**src/rtl/vga_timing_if.sv**
```systemverilog
// Pixel-side bundle of the VGA timing generator: colour in, coordinates and
// connector signals out.
interface vga_timing_if;
  logic [7:0] Red;
  logic [7:0] Green;
  logic [7:0] Blue;
  logic [9:0] Hcount;
  logic [8:0] Vcount;
  logic [3:0] VGA_R;
  logic [3:0] VGA_G;
  logic [3:0] VGA_B;
  logic       VGA_HS;
  logic       VGA_VS;
  logic       videoActive;
  logic       vblankTick;

  modport master (
    input  Red, Green, Blue,
    output Hcount, Vcount, VGA_R, VGA_G, VGA_B, VGA_HS, VGA_VS, videoActive, vblankTick
  );

  modport slave (
    output Red, Green, Blue,
    input  Hcount, Vcount, VGA_R, VGA_G, VGA_B, VGA_HS, VGA_VS, videoActive, vblankTick
  );
endinterface

```
**src/rtl/vga_timing.sv**
```systemverilog
// 640x480@60 VGA timing generator: free-running pixel/line counters, sync and
// blanking decode, and one output register stage aligning sync with colour.
module vga_timing #(
  parameter int H_VISIBLE = 640,
  parameter int H_FRONT   = 16,
  parameter int H_SYNC    = 96,
  parameter int H_BACK    = 48,
  parameter int V_VISIBLE = 480,
  parameter int V_FRONT   = 10,
  parameter int V_SYNC    = 2,
  parameter int V_BACK    = 33
) (
  input  logic         CLK25M,
  input  logic         Reset,
  vga_timing_if.master vga
);

  localparam int H_TOTAL = H_VISIBLE + H_FRONT + H_SYNC + H_BACK;
  localparam int V_TOTAL = V_VISIBLE + V_FRONT + V_SYNC + V_BACK;

  localparam logic [9:0] H_LAST     = 10'(H_TOTAL - 1);
  localparam logic [9:0] V_LAST     = 10'(V_TOTAL - 1);
  localparam logic [9:0] H_VIS      = 10'(H_VISIBLE);
  localparam logic [9:0] V_VIS      = 10'(V_VISIBLE);
  localparam logic [9:0] H_VIS_LAST = 10'(H_VISIBLE - 1);
  localparam logic [9:0] V_VIS_LAST = 10'(V_VISIBLE - 1);
  localparam logic [9:0] HS_FIRST   = 10'(H_VISIBLE + H_FRONT);
  localparam logic [9:0] HS_LAST    = 10'(H_VISIBLE + H_FRONT + H_SYNC - 1);
  localparam logic [9:0] VS_FIRST   = 10'(V_VISIBLE + V_FRONT);
  localparam logic [9:0] VS_LAST    = 10'(V_VISIBLE + V_FRONT + V_SYNC - 1);

  // Only the top nibble reaches the 4-bit DAC; blanked pixels must be black.
  function automatic logic [3:0] pixel_nibble(input logic vld, input logic [7:0] c);
    return vld ? c[7:4] : 4'h0;
  endfunction

  logic [9:0] hcnt_p0;
  logic [9:0] vcnt_p0;
  logic       vld_p0;
  logic       hs_n_p0;
  logic       vs_n_p0;
  logic       tick_p0;

  logic [3:0] r_p1;
  logic [3:0] g_p1;
  logic [3:0] b_p1;
  logic       hs_n_p1;
  logic       vs_n_p1;
  logic       vld_p1;
  logic       tick_p1;

  // Stage p0: pixel/line counters and combinational decode of the current position
  always_ff @(posedge CLK25M) begin
    if (Reset) begin
      hcnt_p0 <= '0;
      vcnt_p0 <= '0;
    end else if (hcnt_p0 == H_LAST) begin
      hcnt_p0 <= '0;
      vcnt_p0 <= (vcnt_p0 == V_LAST) ? '0 : vcnt_p0 + 10'd1;
    end else begin
      hcnt_p0 <= hcnt_p0 + 10'd1;
    end
  end

  always_comb begin
    vld_p0  = (hcnt_p0 < H_VIS) && (vcnt_p0 < V_VIS);
    hs_n_p0 = !((hcnt_p0 >= HS_FIRST) && (hcnt_p0 <= HS_LAST));
    vs_n_p0 = !((vcnt_p0 >= VS_FIRST) && (vcnt_p0 <= VS_LAST));
    tick_p0 = (hcnt_p0 == H_VIS_LAST) && (vcnt_p0 == V_VIS_LAST);
  end

  // Stage p1: connector registers; colour is sampled with the sync it belongs to
  always_ff @(posedge CLK25M) begin
    if (Reset) begin
      r_p1    <= 4'h0;
      g_p1    <= 4'h0;
      b_p1    <= 4'h0;
      hs_n_p1 <= 1'b1;
      vs_n_p1 <= 1'b1;
      vld_p1  <= 1'b0;
      tick_p1 <= 1'b0;
    end else begin
      r_p1    <= pixel_nibble(vld_p0, vga.Red);
      g_p1    <= pixel_nibble(vld_p0, vga.Green);
      b_p1    <= pixel_nibble(vld_p0, vga.Blue);
      hs_n_p1 <= hs_n_p0;
      vs_n_p1 <= vs_n_p0;
      vld_p1  <= vld_p0;
      tick_p1 <= tick_p0;
    end
  end

  assign vga.Hcount      = hcnt_p0;
  assign vga.Vcount      = vcnt_p0[8:0];
  assign vga.VGA_R       = r_p1;
  assign vga.VGA_G       = g_p1;
  assign vga.VGA_B       = b_p1;
  assign vga.VGA_HS      = hs_n_p1;
  assign vga.VGA_VS      = vs_n_p1;
  assign vga.videoActive = vld_p1;
  assign vga.vblankTick  = tick_p1;

endmodule

```
**src/flat_wrapper.sv**
```systemverilog
// flat-port wrapper written by rule: the top's interface ports become plain ports
module vga_timing_flat 
#(
  parameter int H_VISIBLE = 640,
  parameter int H_FRONT   = 16,
  parameter int H_SYNC    = 96,
  parameter int H_BACK    = 48,
  parameter int V_VISIBLE = 480,
  parameter int V_FRONT   = 10,
  parameter int V_SYNC    = 2,
  parameter int V_BACK    = 33
)
  (CLK25M, Reset, vga_Red, vga_Green, vga_Blue, vga_Hcount, vga_Vcount, vga_VGA_R, vga_VGA_G, vga_VGA_B, vga_VGA_HS, vga_VGA_VS, vga_videoActive, vga_vblankTick);
  vga_timing_if vga_i ();
  input  logic CLK25M;
  input  logic Reset;
  input wire logic [$bits(vga_i.Red)-1:0] vga_Red;
  input wire logic [$bits(vga_i.Green)-1:0] vga_Green;
  input wire logic [$bits(vga_i.Blue)-1:0] vga_Blue;
  output wire logic [$bits(vga_i.Hcount)-1:0] vga_Hcount;
  output wire logic [$bits(vga_i.Vcount)-1:0] vga_Vcount;
  output wire logic [$bits(vga_i.VGA_R)-1:0] vga_VGA_R;
  output wire logic [$bits(vga_i.VGA_G)-1:0] vga_VGA_G;
  output wire logic [$bits(vga_i.VGA_B)-1:0] vga_VGA_B;
  output wire logic [$bits(vga_i.VGA_HS)-1:0] vga_VGA_HS;
  output wire logic [$bits(vga_i.VGA_VS)-1:0] vga_VGA_VS;
  output wire logic [$bits(vga_i.videoActive)-1:0] vga_videoActive;
  output wire logic [$bits(vga_i.vblankTick)-1:0] vga_vblankTick;
  assign vga_i.Red = vga_Red;
  assign vga_i.Green = vga_Green;
  assign vga_i.Blue = vga_Blue;
  assign vga_Hcount = vga_i.Hcount;
  assign vga_Vcount = vga_i.Vcount;
  assign vga_VGA_R = vga_i.VGA_R;
  assign vga_VGA_G = vga_i.VGA_G;
  assign vga_VGA_B = vga_i.VGA_B;
  assign vga_VGA_HS = vga_i.VGA_HS;
  assign vga_VGA_VS = vga_i.VGA_VS;
  assign vga_videoActive = vga_i.videoActive;
  assign vga_vblankTick = vga_i.vblankTick;
  vga_timing #(.H_VISIBLE(H_VISIBLE), .H_FRONT(H_FRONT), .H_SYNC(H_SYNC), .H_BACK(H_BACK), .V_VISIBLE(V_VISIBLE), .V_FRONT(V_FRONT), .V_SYNC(V_SYNC), .V_BACK(V_BACK)) u_core (.CLK25M(CLK25M), .Reset(Reset), .vga(vga_i));
endmodule
```
**config.mk**
```make
export PLATFORM = sky130hd
export DESIGN_NAME = vga_timing_flat
export DESIGN_NICKNAME = d
export VERILOG_FILES = /design/src/rtl/vga_timing_if.sv /design/src/rtl/vga_timing.sv /design/src/flat_wrapper.sv
export SDC_FILE = /design/constraint.sdc
export NUM_CORES = 1
export LEC_CHECK = 0
export CAP_MARGIN = 30
export CORE_MARGIN = 2
export CORE_UTILIZATION = 43
export CTS_BUF_LIST = sky130_fd_sc_hd__clkbuf_8 sky130_fd_sc_hd__clkbuf_16
export DETAILED_ROUTE_END_ITERATION = 16
export PLACE_DENSITY = 0.79
export SETUP_SLACK_MARGIN = 0.2
export SYNTH_ARGS = -nofsm -noshare
export SYNTH_HDL_FRONTEND = slang
export SYNTH_SLANG_ARGS = --single-unit
```
**constraint.sdc**
```tcl
create_clock -name CLK25M -period 2.07 [get_ports CLK25M]
set_input_delay 0.414 -clock CLK25M [delete_from_list [all_inputs] [get_ports CLK25M]]
set_output_delay 0.414 -clock CLK25M [all_outputs]
set_load 0.05 [all_outputs]
```
Word level (Yosys, flattened, before mapping). Cells that the tools add are included.

Logic and storage cells: 31. Register bits after elaboration: 36.

Reductions and logical operators: 8. Add/sub/neg operators: 2. Multiplexer cells: 1. Equal/unequal tests: 4. Magnitude comparators: 6. Bitwise operators: 1.

Operators by type and width (count): $eq A10 B10 Y1 const B (3); $add A10 B1 Y10 const B (2); $eq A10 B9 Y1 const B (1); $ge A10 B10 Y1 const B (1); $ge A10 B9 Y1 const B (1); $le A10 B10 Y1 const B (1); $le A10 B9 Y1 const B (1); $lt A10 B10 Y1 const B (1); $lt A10 B9 Y1 const B (1); $mux W10 (1); $logic_and A1 B1 Y1 (4); $reduce_or A2 Y1 (2); $logic_not A1 Y1 (2); $not A1 Y1 (1).

Longest topological paths before layout.
Word-level depth: 4. Depth in mapped cells: 6.

Worst setup path before layout. OpenSTA, ideal clock, no wires.

Path kind: flip-flop to flip-flop. Start point: register u_core.hcnt_p0[0] (netlist: u_core.vga.Hcount[0]). End point: register u_core.vcnt_p0[8]. Setup slack: -0.209 ns. Library setup time: 0.070 ns. Arrival time: 2.209 ns. Path buffers: 0. Stages on the path, launching flop included: 6. Path through: dfxtp_1 > ha_1 > nand4_4 > or3_4 > or4_1 > a21oi_1.

Word-level cells in the longest chain between the ends: 1.

RTL lines: start, declared (RTL line vga_timing.sv:37) `logic [9:0] hcnt_p0;`; start signal, assigned (RTL line vga_timing.sv:61) `hcnt_p0 <= hcnt_p0 + 10'd1;`; $eq A10 B10 Y1 (RTL line vga_timing.sv:57) `end else if (hcnt_p0 == H_LAST) begin`; end signal, assigned (RTL line vga_timing.sv:59) `vcnt_p0 <= (vcnt_p0 == V_LAST) ? '0 : vcnt_p0 + 10'd1;`; end, declared (RTL line vga_timing.sv:38) `logic [9:0] vcnt_p0;`.

Every way passes these cells. A chain may end at the register's enable or synchronous reset.

Worst setup path in the final report.
Start point: register u_core.hcnt_p0[6] (netlist: u_core.vga.Hcount[6]). End point: register u_core.vcnt_p0[8].

Same word-level chain as after synthesis.

==> flow_metrics.env <==
export IMPL_synthMuxAreaShare_pct=0
export IMPL_syn_area_per_cell_sq_um=9.442
export IMPL_p_switching_mw=0.3331
export IMPL_synth_seq_cells=36
export IMPL_p_comb_share_pct=11.5
export IMPL_worstSetupPathType="reg2reg"
export IMPL_dr_first_iter_drc_count=35
export IMPL_antenna_found_initial=0
export IMPL_via_per_inst=4.980
export IMPL_synth_distinct_cells=31
export IMPL_grt_pass1_vias=1183
export IMPL_num_fill_cells=293
export IMPL_cts_sinks=36
export IMPL_synth_top_area_share_pct=46.83
export IMPL_fin_crit_sh_pct=87.79
export IMPL_drtPass1Iterations=4
export IMPL_grt_pass1_wl_microns=5202
export IMPL_setup_viol=0
export IMPL_finClkSkew_ps=3.022
export IMPL_cts_buffer_depth=2
export IMPL_grt_usage_pct=16.60
export IMPL_rsz0062_at_grt="no"
export IMPL_netlist_area_sq_um=1539
export IMPL_cp_max_fo=7
export IMPL_syn_nets=193
export IMPL_clkTransAtPathRegs_ps=70
export IMPL_fin_util_pct=62.68
export IMPL_synth_xor_area_share_pct=7.398
export IMPL_multiInputGateArea_sq_um=725.7
export IMPL_place_hpwl_microns=2333
export IMPL_synthSimpleGateAreaFrac_pct=31.38
export IMPL_yosys_top_cells_area="dfxtp_1 47%, xnor2_1 6.3%, and2_1 4.9%, buf_4 4.4%, nor2_1 4.4%"
export IMPL_cts_max_level=2
export IMPL_synth_compound_area_share_pct=3.821
export IMPL_antenna_left=0
export IMPL_internal_power_mw=1.037
export IMPL_hold_buffers=0
export IMPL_setup_tns_ps=0
export IMPL_endpoint_kind="register"
export IMPL_wl_per_cell_microns=12.45
export IMPL_maxSlewViolCount=0
export IMPL_finalPower_mw=1.370
export IMPL_rows=21
export IMPL_vias=1275
export IMPL_grt_max_degree=14
export IMPL_io_pins=61
export IMPL_critical_path_required_ps=2280
export IMPL_worstPathArrival_ps=2030
export IMPL_globalplace_congestion=0.7723
export IMPL_synth_top_family_by_area="simple AND/OR/NAND/NOR gates"
export IMPL_tritoncts="yes"
export IMPL_antenna_cells=0
export IMPL_drive_gt1_share_pct=14.29
export IMPL_fin_crit_ps=1817
export IMPL_synth_seq_area_share_pct=46.83
export IMPL_cts_root_buf="clkbuf_8"
export IMPL_final_common_cell="clkdlybuf4s50_1"
export IMPL_final_cell_mix="29 x clkdlybuf4s50_1, 27 x dfxtp_1, 18 x nor2_1"
export IMPL_synth_warnings=0
export IMPL_nNetsFinal=239
export IMPL_synthToLayoutAreaGrowth_pct=38.05
export IMPL_clock_latency_ps=280
export IMPL_worst_pin_slew_ps=517.3
export IMPL_worstSetupStartpointType="register"
export IMPL_status="finished, final reports clean"
export IMPL_cts_made_buffers=5
export IMPL_fmax_ghz=0.5503
export IMPL_io_buffers=48
export IMPL_grt_overflow=0
export IMPL_relSlewSlack_pct=65.40
export IMPL_start_util_pct=45.40
export IMPL_drc=0
export IMPL_p_seq_share_pct=52.8
export IMPL_wl_microns=3186
export IMPL_die_width_microns=63.83
export IMPL_min_path_type="reg2reg"
export IMPL_synthAdderAreaFrac_pct=3.252
export IMPL_irDropWorstVdd_mv=0.4593
export IMPL_power_density_nw_per_um2=644.8
export IMPL_p_leak_nw=0.8265
export IMPL_core_area_sq_um=3390
export IMPL_hold_violations=0
export IMPL_seq_area_sq_um=737.0
export IMPL_postSynthCellCount=163
export IMPL_maxCapViolCount=0
export IMPL_synth_top_area_cell="dfxtp_1"
export IMPL_swShare_pct=24.32
export IMPL_die_y_microns=63.83
export IMPL_fp_dieArea_sq_um=4074
export IMPL_clockPowerShare_pct=35.7
-- layer usage --
metal | vias up | global-route usage (%) | routed length (microns)
met3 | 4 | 5.986 | 189
met1 | 592 | 19.56 | 1414
met5 | - | 0 | 0
met4 | 0 | 7.337 | 38
li1 | 637 | - | -
met2 | 42 | 26.95 | 1544
-- path summary, 6_finish.rpt --
path | start | end | slack (ps) | depth (start not counted)
worst max-delay path | u_core.vga.Hcount[6] | u_core.vcnt_p0[8] | 250 | 4
worst min-delay path | u_core.vga.Hcount[0] | u_core.vga.Hcount[0] | 470 | 1
worst max register to register | u_core.vga.Hcount[6] | u_core.vcnt_p0[8] | 250 | 4
worst min register to register | u_core.vga.Hcount[0] | u_core.vga.Hcount[0] | 470 | 1
-- registers in the layout, summed over array words and instances, names as in the netlist --
signal / flops
u_core.vga.VGA_G: 4
u_core.vga.VGA_B: 4
u_core.vga.VGA_VS: 1
u_core.vga.VGA_R: 4
u_core.vga.vblankTick: 1
u_core.vga.Hcount: 10
u_core.vga.VGA_HS: 1
u_core.vga.videoActive: 1
u_core.vcnt_p0: 10
-- logic make-up (layout without fill, tap and decap cells) --
family	after synthesis	count (layout)
xor gates and xnor gates	13	13
buffers and inverters	21	68
AOI/OAI and AO/OA	10	10
adders and majority gates	4	4
and+or+nand+nor	79	79
DFF	36	36
-- synthesized netlist by cell type (all sizes together) --
cell     number
dfxtp        36
nor2         18
and2         12
nand3        11
xnor2        11
buf           9
inv           8
nor4          7
nand2         6
a21oi         5
or3           5
clkbuf        4
ha            4
nand4         4
or4           4
nor3          3
o21ai         3
nand3b        2
xor2          2
and4bb        1
nand2b        1
nand4b        1
nand4bb       1
o21bai        1
o31ai         1
or2           1
or2b          1
or4b          1
-- worst max-delay path: stages, from the launching register on --
cell,delay (ps)
dfxtp_2,350
nand4bb_4,290
or3_4,440
or4_1,510
a21oi_1,150
-- layout make-up --
cell class	instances	share of cell area, %
Clock buffer	6	3.887
Sequential cell	36	34.69
Clock inverter	2	0.3534
Tap cell	46	2.709
Multi-Input combinational cell	106	34.16
Inverter	8	1.413
Timing Repair Buffer	52	22.79
-- metrics by stage --
stage | instance area [sq um] | hold WS, ps | instances | setup WS [ps]
after detailed placement | 2033 | 469.3 | 246 | 89.57
after global routing | 2125 | 490.7 | 256 | 212.8
after floorplan | 1568 | 485.9 | 163 | 203.5
after CTS | 2117 | 477.1 | 256 | 240.6
after global placement | 2033 | 455.7 | 246 | 115.2
final | 2125 | 468.7 | 256 | 252.8
-- timing repair --
| item | 4_1_cts | 5_1_grt |
|---|---|---|
| pin swaps | 1 | 0 |
| buffers inserted | 2 | 0 |
| endpoints found under the setup margin | 20 | 6 |
| gates resized for setup | 17 | 1 |
-- power groups by stage --
stage | clock (mW) | combinational [mW] | sequential (mW)
floorplan | 0 | 0.0276 | 0.804
global placement | 0 | 0.158 | 0.739
detailed placement | 0 | 0.161 | 0.740
CTS | 0.497 | 0.158 | 0.724
global route | 0.530 | 0.166 | 0.725
finish | 0.489 | 0.157 | 0.723
Power figures use the tool's default switching activity.
==> variant 1: new RTL, same flow settings <==
Put a register stage on the output `vga.Vcount`, without a reset. The value now appears one clock later.
--- a/src/rtl/vga_timing.sv
+++ b/src/rtl/vga_timing.sv
@@ -93,3 +93,5 @@
   assign vga.Hcount      = hcnt_p0;
-  assign vga.Vcount      = vcnt_p0[8:0];
+  always_ff @(posedge CLK25M) begin
+    vga.Vcount <= vcnt_p0[8:0];
+  end
   assign vga.VGA_R       = r_p1;
Formal check against the unedited RTL: same outputs for any inputs over 10 cycles, from zero or initial values and one cycle with Reset high; that may be too few to reach the edited logic, so the function may still have changed.
==> variant 1 against the unedited design <==
Via count is 6.0% higher. Sequential power up 24%. Synthesized area grew 4.4%. Combinational power fell by 3%. Power is 16% higher. Final area is 8.8% higher. Setup slack worse by 9.2 ps. Non-clock buffer count rose by 2. Sequential cell count rose by 9. Hold slack lost 69 ps. Routed wire length rose by 5.6%.
==> variant 1: results (changes against the unedited design) <==
Min-Delay Startpoint u_core.vcnt_p0[8]; reg2reg end u_core.vcnt_p0[7]; Fillers 319 (+8.9%); Leakage Power 0.872 nW (+5.6%); Worst R2R Setup Slack 280 ps (+30 ps); pin count of the biggest net entering global routing 17 (+3); post-synthesis xor/xnor area fraction 0.0545 (-0.0195); Area after DPL 2190 sq um (+7.8%); Comb pwr share 0.097 (-0.018); gr usage total 0.161 (-0.00456); post-synthesis compound-gate area fraction 0.0662 (+0.0280); post-DP HPWL 2230 microns (-4.3%); number of vias per cell 5.12 (+2.7%); r2r worst-path depth 5 (+1); CTS-repair resized insts 11 (-6); synth cell count leaders dfxtp_1, and2_1, a21oi_1, nand3_1, nor2_1; Sw Ratio 0.252 (+0.00903); Syn-to-layout area delta 43.8%; vias in the first global route 1142 (-3.5%); vias 1351 (+6.0%); VDD IR max 0.385 mV (-16%); share of layout cells above drive strength 1 0.148 (+0.00529); outcome completed; Hold Path Sink u_core.vga.Vcount[8]; worst-path maximum fanout 1 (-6); Worst Setup Slack post-DPL 121 ps (+31.2 ps); final RePlAce weighted congestion 0.753 (-2.5%); syn_nets 188 (-2.6%); worst relative slew slack 0.656 (+0.00246); largest cells by area after synthesis dfxtp_1, and2_1, xnor2_1; CP Capture Point vga_vblankTick; Reg2Reg Launch Point u_core.vga.Hcount[1]; hold depth 0 (-1); Clk. pwr 535 uW (+9.4%); postcts setup bufs 0 (-2); Internal 1.18 mW (+14%); CP Launch Point u_core.vga.vblankTick; Worst Path Arrival 1410 ps (-620 ps); WL/cell 12.7 microns (+2.4%); final net count 245 (+2.5%); slowest stage delay, CP 800 ps (+290 ps); Slowest cell on crit path clkdlybuf4s50_1; Syn Inst Count 158 (-3.1%)
-- variant 1: cell types whose count changed after synthesis, moves of 3 or more --
cell / before / now
dfxtp_1: 36 / 45
buf_2: 0 / 3
xnor2_1: 11 / 6
nor4_1: 7 / 2
buf_4: 9 / 0
a21oi_1: 5 / 8
nor2_1: 18 / 7
nor3_1: 3 / 6
and3_1: 0 / 3
nand3_1: 11 / 8
-- variant 1: area by class of cell --
| type | count | area share |
|---|---|---|
| Sequential cell | 45 | 0.398 |
| Multi-Input combinational cell | 103 | 0.304 |
| Timing Repair Buffer | 54 | 0.223 |
| Clock buffer | 5 | 0.0298 |
| Tap cell | 48 | 0.0260 |
| Inverter | 6 | 0.00975 |
| Clock inverter | 3 | 0.00920 |
-- variant 1: per-layer routing --
metal  GRT usage  wire, microns  vias up
li1            -              -      667
met3      0.0462            254        7
met1       0.193           1490      615
met4      0.0703             53        0
met5           0              0        -
met2       0.271           1570       62
==> variant 2: new RTL, config.mk and constraints unchanged <==
Without the edit above. `H_BACK` is set to 48 in 2 places; all go to 36.
--- a/src/rtl/vga_timing.sv
+++ b/src/rtl/vga_timing.sv
@@ -6,3 +6,3 @@
   parameter int H_SYNC    = 96,
-  parameter int H_BACK    = 48,
+  parameter int H_BACK    = 36,
   parameter int V_VISIBLE = 480,
--- a/src/flat_wrapper.sv
+++ b/src/flat_wrapper.sv
@@ -6,3 +6,3 @@
   parameter int H_SYNC    = 96,
-  parameter int H_BACK    = 48,
+  parameter int H_BACK    = 36,
   parameter int V_VISIBLE = 480,
Formal check against the unedited RTL: no difference found for any inputs over 10 cycles, from zero or initial values and one cycle with Reset high; that may be too few to reach the edited logic, so the function may still have changed.
==> variant 2 against the unedited design <==
Routed wire length decreased by 1.4%. Synthesized area increased by 0.16%. Utilization decreased by 0.41 points. Setup slack improved by 4.1 ps. Count of clock-buffer cells in the layout decreased by 1. Highest routed layer unchanged. Sequential power about the same. Final area decreased by 0.65%. Power increased by 8.9%. Sequential cell count unchanged.
==> variant 2: results (changes against the unedited design) <==
Clk. pwr 611 uW (+25%); share of layout cells above drive strength 1 0.126 (-0.0173); largest cells by area after synthesis dfxtp_1, and2_1, buf_4; gr usage total 0.173 (+0.00665); CP Capture Point vga_vblankTick; synth cell count leaders dfxtp_1, nor2_1, and2_1; Worst Setup Slack post-DPL 291 ps (+202 ps); number of vias per cell 4.95 (-0.56%); met1 global-route usage 0.187 (-0.00905); Leakage Power 0.874 nW (+5.7%); Clock Skew 5.05 ps (+2.03 ps); Slowest cell on crit path clkdlybuf4s50_1; reg2reg end u_core.vcnt_p0[7]; outcome completed; Internal 1.13 mW (+9.1%); filler-free cell count of the finished design 253 (-1.2%); FF/Latch Area 732 sq um (-0.68%); syn_nets 191 (-1.0%); post-DP HPWL 2360 microns (+1.3%); post-synthesis sequential area ratio 0.468 (-0.000760); DR WL met3 163 microns (-14%); clock-cell share of area 0.0528 (+0.0104); Syn Inst Count 161 (-1.2%); final net count 236 (-1.3%); comb_multi_in 105 (-0.94%); Top delay family on crit path buffers and inverters; FMAX 552 MHz (+0.22%); Placed Cells 245 (-0.41%); r2r worst-path depth 5 (+1); Fillers 274 (-6.5%); slowest stage delay, CP 800 ps (+290 ps); length of routed wiring on met1 1310 microns (-7.4%); worst relative slew slack 0.655 (+0.00123); final RePlAce weighted congestion 0.876 (+13%); WL/cell 12.4 microns (-0.21%); synth unique cells 36 (+16%); CP Launch Point u_core.vga.vblankTick; vias in the first global route 1190 (+0.59%); Sw Ratio 0.242 (-0.00141); Multi-input gate area 706 sq um (-2.8%); metal2 WL 1640 microns (+6.2%); starting density of the core 0.455 (+0.000738); adder-cell share of the synthesized area 0.0325 (-0.0000528); post-synthesis compound-gate area fraction 0.0625 (+0.0243); worst-path maximum fanout 1 (-6); Reg2Reg Launch Point u_core.vga.Hcount[0]; met3 GRT Util 0.0651 (+0.00528); post-synthesis xor/xnor area fraction 0.0625 (-0.0115)
-- variant 2: cell types whose count changed after synthesis, moves of 3 or more --
cell / unedited run / this run
nand3_1: 11 / 8
and3_1: 0 / 4
xnor2_1: 11 / 7
o31ai_1: 1 / 5
or3_1: 4 / 1
nor4_1: 7 / 2
-- variant 2: through the flow --
stage | utilization | instance area, sq um | hold WS [ps]
2_1_floorplan | - | 1550 | 461
3_3_place_gp | 0.593 | 2010 | 430
3_5_place_dp | 0.593 | 2010 | 436
4_1_cts | 0.620 | 2100 | 445
6_report | 0.623 | 2110 | 442
5_1_grt | 0.623 | 2110 | 467
-- variant 2: what timing repair did --
item | in CTS | in global routing
endpoints found under the hold margin | 0 | 0
gates resized for setup | 15 | 4
hold buffers | 0 | 0
buffers inserted | 0 | 0
setup endpoints to repair | 15 | 5
pin swaps | 0 | 0
